## src/rtl/sum_feed.sv

```systemverilog
// Operand feeder for the pipelined adder: buffers producer pairs in a small FIFO,
// issues one pair per cycle and tracks when the adder output becomes valid.
module sum_feed #(
    parameter int W        = 4,
    parameter int DEPTH    = 4,
    parameter int PIPE_LAT = 3
) (
    input  logic                      clk,
    input  logic                      reset_L,
    input  logic                      in_valid,
    output logic                      in_ready,
    input  logic [W-1:0]              in_A,
    input  logic [W-1:0]              in_B,
    input  logic                      hold,
    output logic [W-1:0]              data_A,
    output logic [W-1:0]              data_B,
    output logic                      data_valid,
    output logic                      sum_valid,
    output logic [$clog2(DEPTH):0]    fifo_count
);

    localparam int AW = $clog2(DEPTH);
    localparam int CW = AW + 1;
    localparam logic [CW-1:0] FULL = CW'(DEPTH);

    logic [W-1:0]        mem_a_q [DEPTH];
    logic [W-1:0]        mem_b_q [DEPTH];

    logic [AW-1:0]       wr_ptr_q, wr_ptr_d;
    logic [AW-1:0]       rd_ptr_q, rd_ptr_d;
    logic [CW-1:0]       count_q, count_d;
    logic [W-1:0]        data_a_q, data_a_d;
    logic [W-1:0]        data_b_q, data_b_d;
    logic                data_valid_q, data_valid_d;
    logic [PIPE_LAT-1:0] vld_dly_q, vld_dly_d;

    logic push;
    logic pop;

    // Ready depends on occupancy alone so the producer never sees a loop through in_valid.
    always_comb begin
        in_ready = (count_q != FULL);
        push     = in_valid & in_ready;
        pop      = (count_q != '0) & ~hold;
    end

    always_comb begin
        wr_ptr_d     = wr_ptr_q;
        rd_ptr_d     = rd_ptr_q;
        count_d      = count_q;
        data_a_d     = data_a_q;
        data_b_d     = data_b_q;
        data_valid_d = 1'b0;

        if (push) begin
            wr_ptr_d = wr_ptr_q + AW'(1);
        end
        if (pop) begin
            rd_ptr_d     = rd_ptr_q + AW'(1);
            data_a_d     = mem_a_q[rd_ptr_q];
            data_b_d     = mem_b_q[rd_ptr_q];
            data_valid_d = 1'b1;
        end

        case ({push, pop})
            2'b10:   count_d = count_q + CW'(1);
            2'b01:   count_d = count_q - CW'(1);
            default: count_d = count_q;
        endcase
    end

    // Valid delay line mirrors the adder latency so sum_valid lands with its sum.
    always_comb begin
        vld_dly_d    = vld_dly_q;
        vld_dly_d[0] = data_valid_q;
        for (int i = 1; i < PIPE_LAT; i++) begin
            vld_dly_d[i] = vld_dly_q[i-1];
        end
    end

    always_ff @(posedge clk or negedge reset_L) begin
        if (!reset_L) begin
            wr_ptr_q     <= '0;
            rd_ptr_q     <= '0;
            count_q      <= '0;
            data_a_q     <= '0;
            data_b_q     <= '0;
            data_valid_q <= 1'b0;
            vld_dly_q    <= '0;
        end else begin
            wr_ptr_q     <= wr_ptr_d;
            rd_ptr_q     <= rd_ptr_d;
            count_q      <= count_d;
            data_a_q     <= data_a_d;
            data_b_q     <= data_b_d;
            data_valid_q <= data_valid_d;
            vld_dly_q    <= vld_dly_d;
        end
    end

    // Storage carries no reset; occupancy alone decides what is meaningful.
    always_ff @(posedge clk) begin
        if (push) begin
            mem_a_q[wr_ptr_q] <= in_A;
            mem_b_q[wr_ptr_q] <= in_B;
        end
    end

    assign data_A     = data_a_q;
    assign data_B     = data_b_q;
    assign data_valid = data_valid_q;
    assign sum_valid  = vld_dly_q[PIPE_LAT-1];
    assign fifo_count = count_q;

endmodule

```

## config.mk

```make
export PLATFORM = sky130hd
export DESIGN_NAME = sum_feed
export DESIGN_NICKNAME = d
export VERILOG_FILES = /design/src/rtl/sum_feed.sv
export SDC_FILE = /design/constraint.sdc
export NUM_CORES = 1
export LEC_CHECK = 0
export BUFFER_PORTS_ARGS = -buffer_cell sky130_fd_sc_hd__clkbuf_2
export CAP_MARGIN = 20
export CELL_PAD_IN_SITES_DETAIL_PLACEMENT = 0
export CELL_PAD_IN_SITES_GLOBAL_PLACEMENT = 1
export CORE_ASPECT_RATIO = 2
export CORE_UTILIZATION = 52
export DETAILED_ROUTE_END_ITERATION = 12
export GPL_TIMING_DRIVEN = 0
export PLACE_DENSITY = 0.92
export SETUP_SLACK_MARGIN = 0.3
export SLEW_MARGIN = 30
export SYNTH_ARGS = -nofsm -noshare
export SYNTH_HDL_FRONTEND = slang
export SYNTH_SLANG_ARGS = --single-unit
```

## constraint.sdc

```tcl
create_clock -name clk -period 5.92 [get_ports clk]
set_input_delay 0.592 -clock clk [delete_from_list [all_inputs] [get_ports clk]]
set_output_delay 0.592 -clock clk [all_outputs]
set_load 0.02 [all_outputs]
```

==> run summary <==
crit path time final: 2220 ps
CP arrival: 2440 ps
sequential cell area: 1440 um^2
multi-input logic area: 510 um^2
placement-stage cell area: 2170 um^2
setup violators final: 0
worst r2r src: fifo_count[1]
Hold Fails Final Rpt: 0
core area: 3650 um^2
Syn Area/Cell: 20.0 um^2
Synth area leaders: edfxtp_1 (48%), dfrtp_1 (24%), mux4_2 (6.8%), mux2_2 (4.5%), ha_1 (3.2%)
sequential area share after synthesis: 72.4%
Post-CTS Setup Inserts: 0
std cell rows: 31
WL final: 2.85 mm
R2R depth: 9
wire length per cell: 15.8 um
gr ovfl total: 0
Synth Cell Area: 1980 um^2
Final period util: 37.5%
number of synthesized flops with an enable pin: 32
Cell Count, Final, Fillers Out: 181
Slowest-stage cell, CP: or3b_4
drt drc: 0
clk_skew: 2.54 ps
Crit Path Category: flop to flop
# clock sinks: 51
CP Launch Type: flop
Fill cells: 305
clk_lat worst skew: 290 ps
PwrDens: 507 nW/um^2
routed via count: 925
vias in the first global route: 954
CP Max Fanout: 6
Commonest cells post-synth: edfxtp_1 (32), dfrtp_1 (19), mux2_2 (8)
H-tree depth: 2
Synth cell types: 21
reg-to-reg critical path endpoint: fifo_count[2]
dominant synthesized flop cell: edfxtp_1
GRT Resource Usage Total: 16.6%
post-synth top area cell: edfxtp_1
leak pwr: 0.920 nW
CP delay by family, top: simple AND/OR/NAND/NOR gates
P&R area growth vs syn: 14.8%
post-synth top area share: 48.4%
CP endpoint kind: flop
Max IR drop VDD: 0.359 mV
CP Cell Sequence: or3b_4 > and2_4 > inv_1 > ha_1 > inv_1 > fa_1 > xor2_1 > nor2_1 > xor2_1
maxcap violations: 0
Synth Warn #: 0
pre-CTS setup slack: 3520 ps
Hold Crit Class: primary input to async pin
antenna violations before repair: 0
Routed Antenna Nets: 0
Worst R2R Setup Slack: 3700 ps
status: complete, no violations
DP HPWL: 2.11 mm
Ports: 26
global-route wire length before repair: 4.55 mm
cts hold-fix bufs: 0
register bit total from synthesis: 51
Critical Path RT: 6140 ps
die area: 4080 um^2
top-count cell post-synth: edfxtp_1
CTS tree: built
worst slew pin tran: 553 ps
synthesized instance count: 99
diodes inserted: 0
RSZ-0062 raised after global routing: false
Initial Util: 54.4%
TritonCTS Buffers: 5
Setup TNS Final: 0 ps
largest net degree at the start of global routing: 20
final worst-path setup slack: 3700 ps
total iterations of the first detailed-routing run: 3
# nets final: 149
die height: 89.4 um
clock buffer depth: 2
Vias/cell: 5.11
routability cong.: 0.724
final non-filler cell area: 2280 um^2
relative slew slack: 63.1%
asr flop ratio synth: 37.3%
critical path buffer and inverter count: 2
DP Cell Count: 173
crit-path max cell delay: 440 ps
Port-buffer cells: 25
post-cts sizing count: 0
layout cell share with drive strength beyond 1: 41.7%
CTS clk-pin slew, worst paths: 80 ps
Die Width: 45.7 um
initial detailed-routing violation count: 17
root buffer cell: clkbuf_8
syn_nets: 117
Slew Viols, Final: 0
FMAX: 0.451 GHz
-- routing by layer --
layer | GRT usage, % | wire length [um] | part of all wire (%) | vias to the layer above
met3 | 3.03 | 69 | 2.4 | 5
li1 | - | - | - | 435
met4 | 9.09 | 67 | 2.3 | 0
met1 | 18.9 | 1150 | 40 | 466
met2 | 28.3 | 1560 | 55 | 19
met5 | 0 | 0 | 0 | -
-- metrics by stage --
step | hold slack, ps | util, % | power, W
6_report | 237 | 62.5 | 0.00116
3_5_place_dp | 336 | 59.5 | 0.000946
5_1_grt | 270 | 62.5 | 0.00123
4_1_cts | 246 | 62.5 | 0.00117
2_1_floorplan | 296 | - | 0.000829
3_3_place_gp | 337 | 59.5 | 0.000921
-- sequential cells by signal, summed over array words and instances, names as in the netlist --
register,count
wr_ptr_q,2
data_B,4
vld_dly_q,3
mem_b_q,16
data_valid,1
fifo_count,3
mem_a_q,16
data_A,4
rd_ptr_q,2
-- final cells by class --
| type | instances | share of cell area, % |
|---|---|---|
| clock inverters | 3 | 1.70 |
| flip-flops and latches | 51 | 63.0 |
| well taps | 49 | 2.69 |
| clock buffers | 5 | 3.02 |
| plain buffers | 2 | 0.659 |
| repair buffers | 25 | 5.49 |
| inverters | 6 | 0.988 |
| multi-input cells | 40 | 22.4 |
-- how the worst max path moves through the flow --
stage	startpoint	endpoint	slack (ps)	depth (start not counted)
after floorplan	fifo_count[2]	fifo_count[2]	3690	9
after global placement	hold	fifo_count[2]	3560	8
after detailed placement	hold	fifo_count[2]	3520	8
after CTS	fifo_count[1]	fifo_count[2]	3680	9
after global routing	fifo_count[0]	fifo_count[2]	3550	8
final	fifo_count[1]	fifo_count[2]	3700	9
-- power by group --
part / switching (W) / internal [W] / total [W] / leakage [nW]
Combinational: 0.000208 / 0.000185 / 0.000393 / 0.348
Sequential: 0.0000467 / 0.000489 / 0.000536 / 0.516
Clock: 0.000103 / 0.000124 / 0.000227 / 0.0556
-- cells by family after synthesis --
kind of cell	share of synthesized area, %
muxes	15.3
and+or+nand+nor	3.66
DFF	72.4
adders and majority gates	4.16
xor gates and xnor gates	2.65
buffers and inverters	1.89
-- cell usage in the layout, fill, tap and decap left out, types with 2 or more instances in the layout --
cell type and count:
edfxtp_1 32, clkbuf_2 25, dfrtp_1 19, mux2_2 8, inv_1 6, mux4_2 6
ha_1 5, clkbuf_8 5, and3_2 4, xor2_1 4, xnor2_1 2, mux4_1 2
Power figures use the tool's default switching activity.
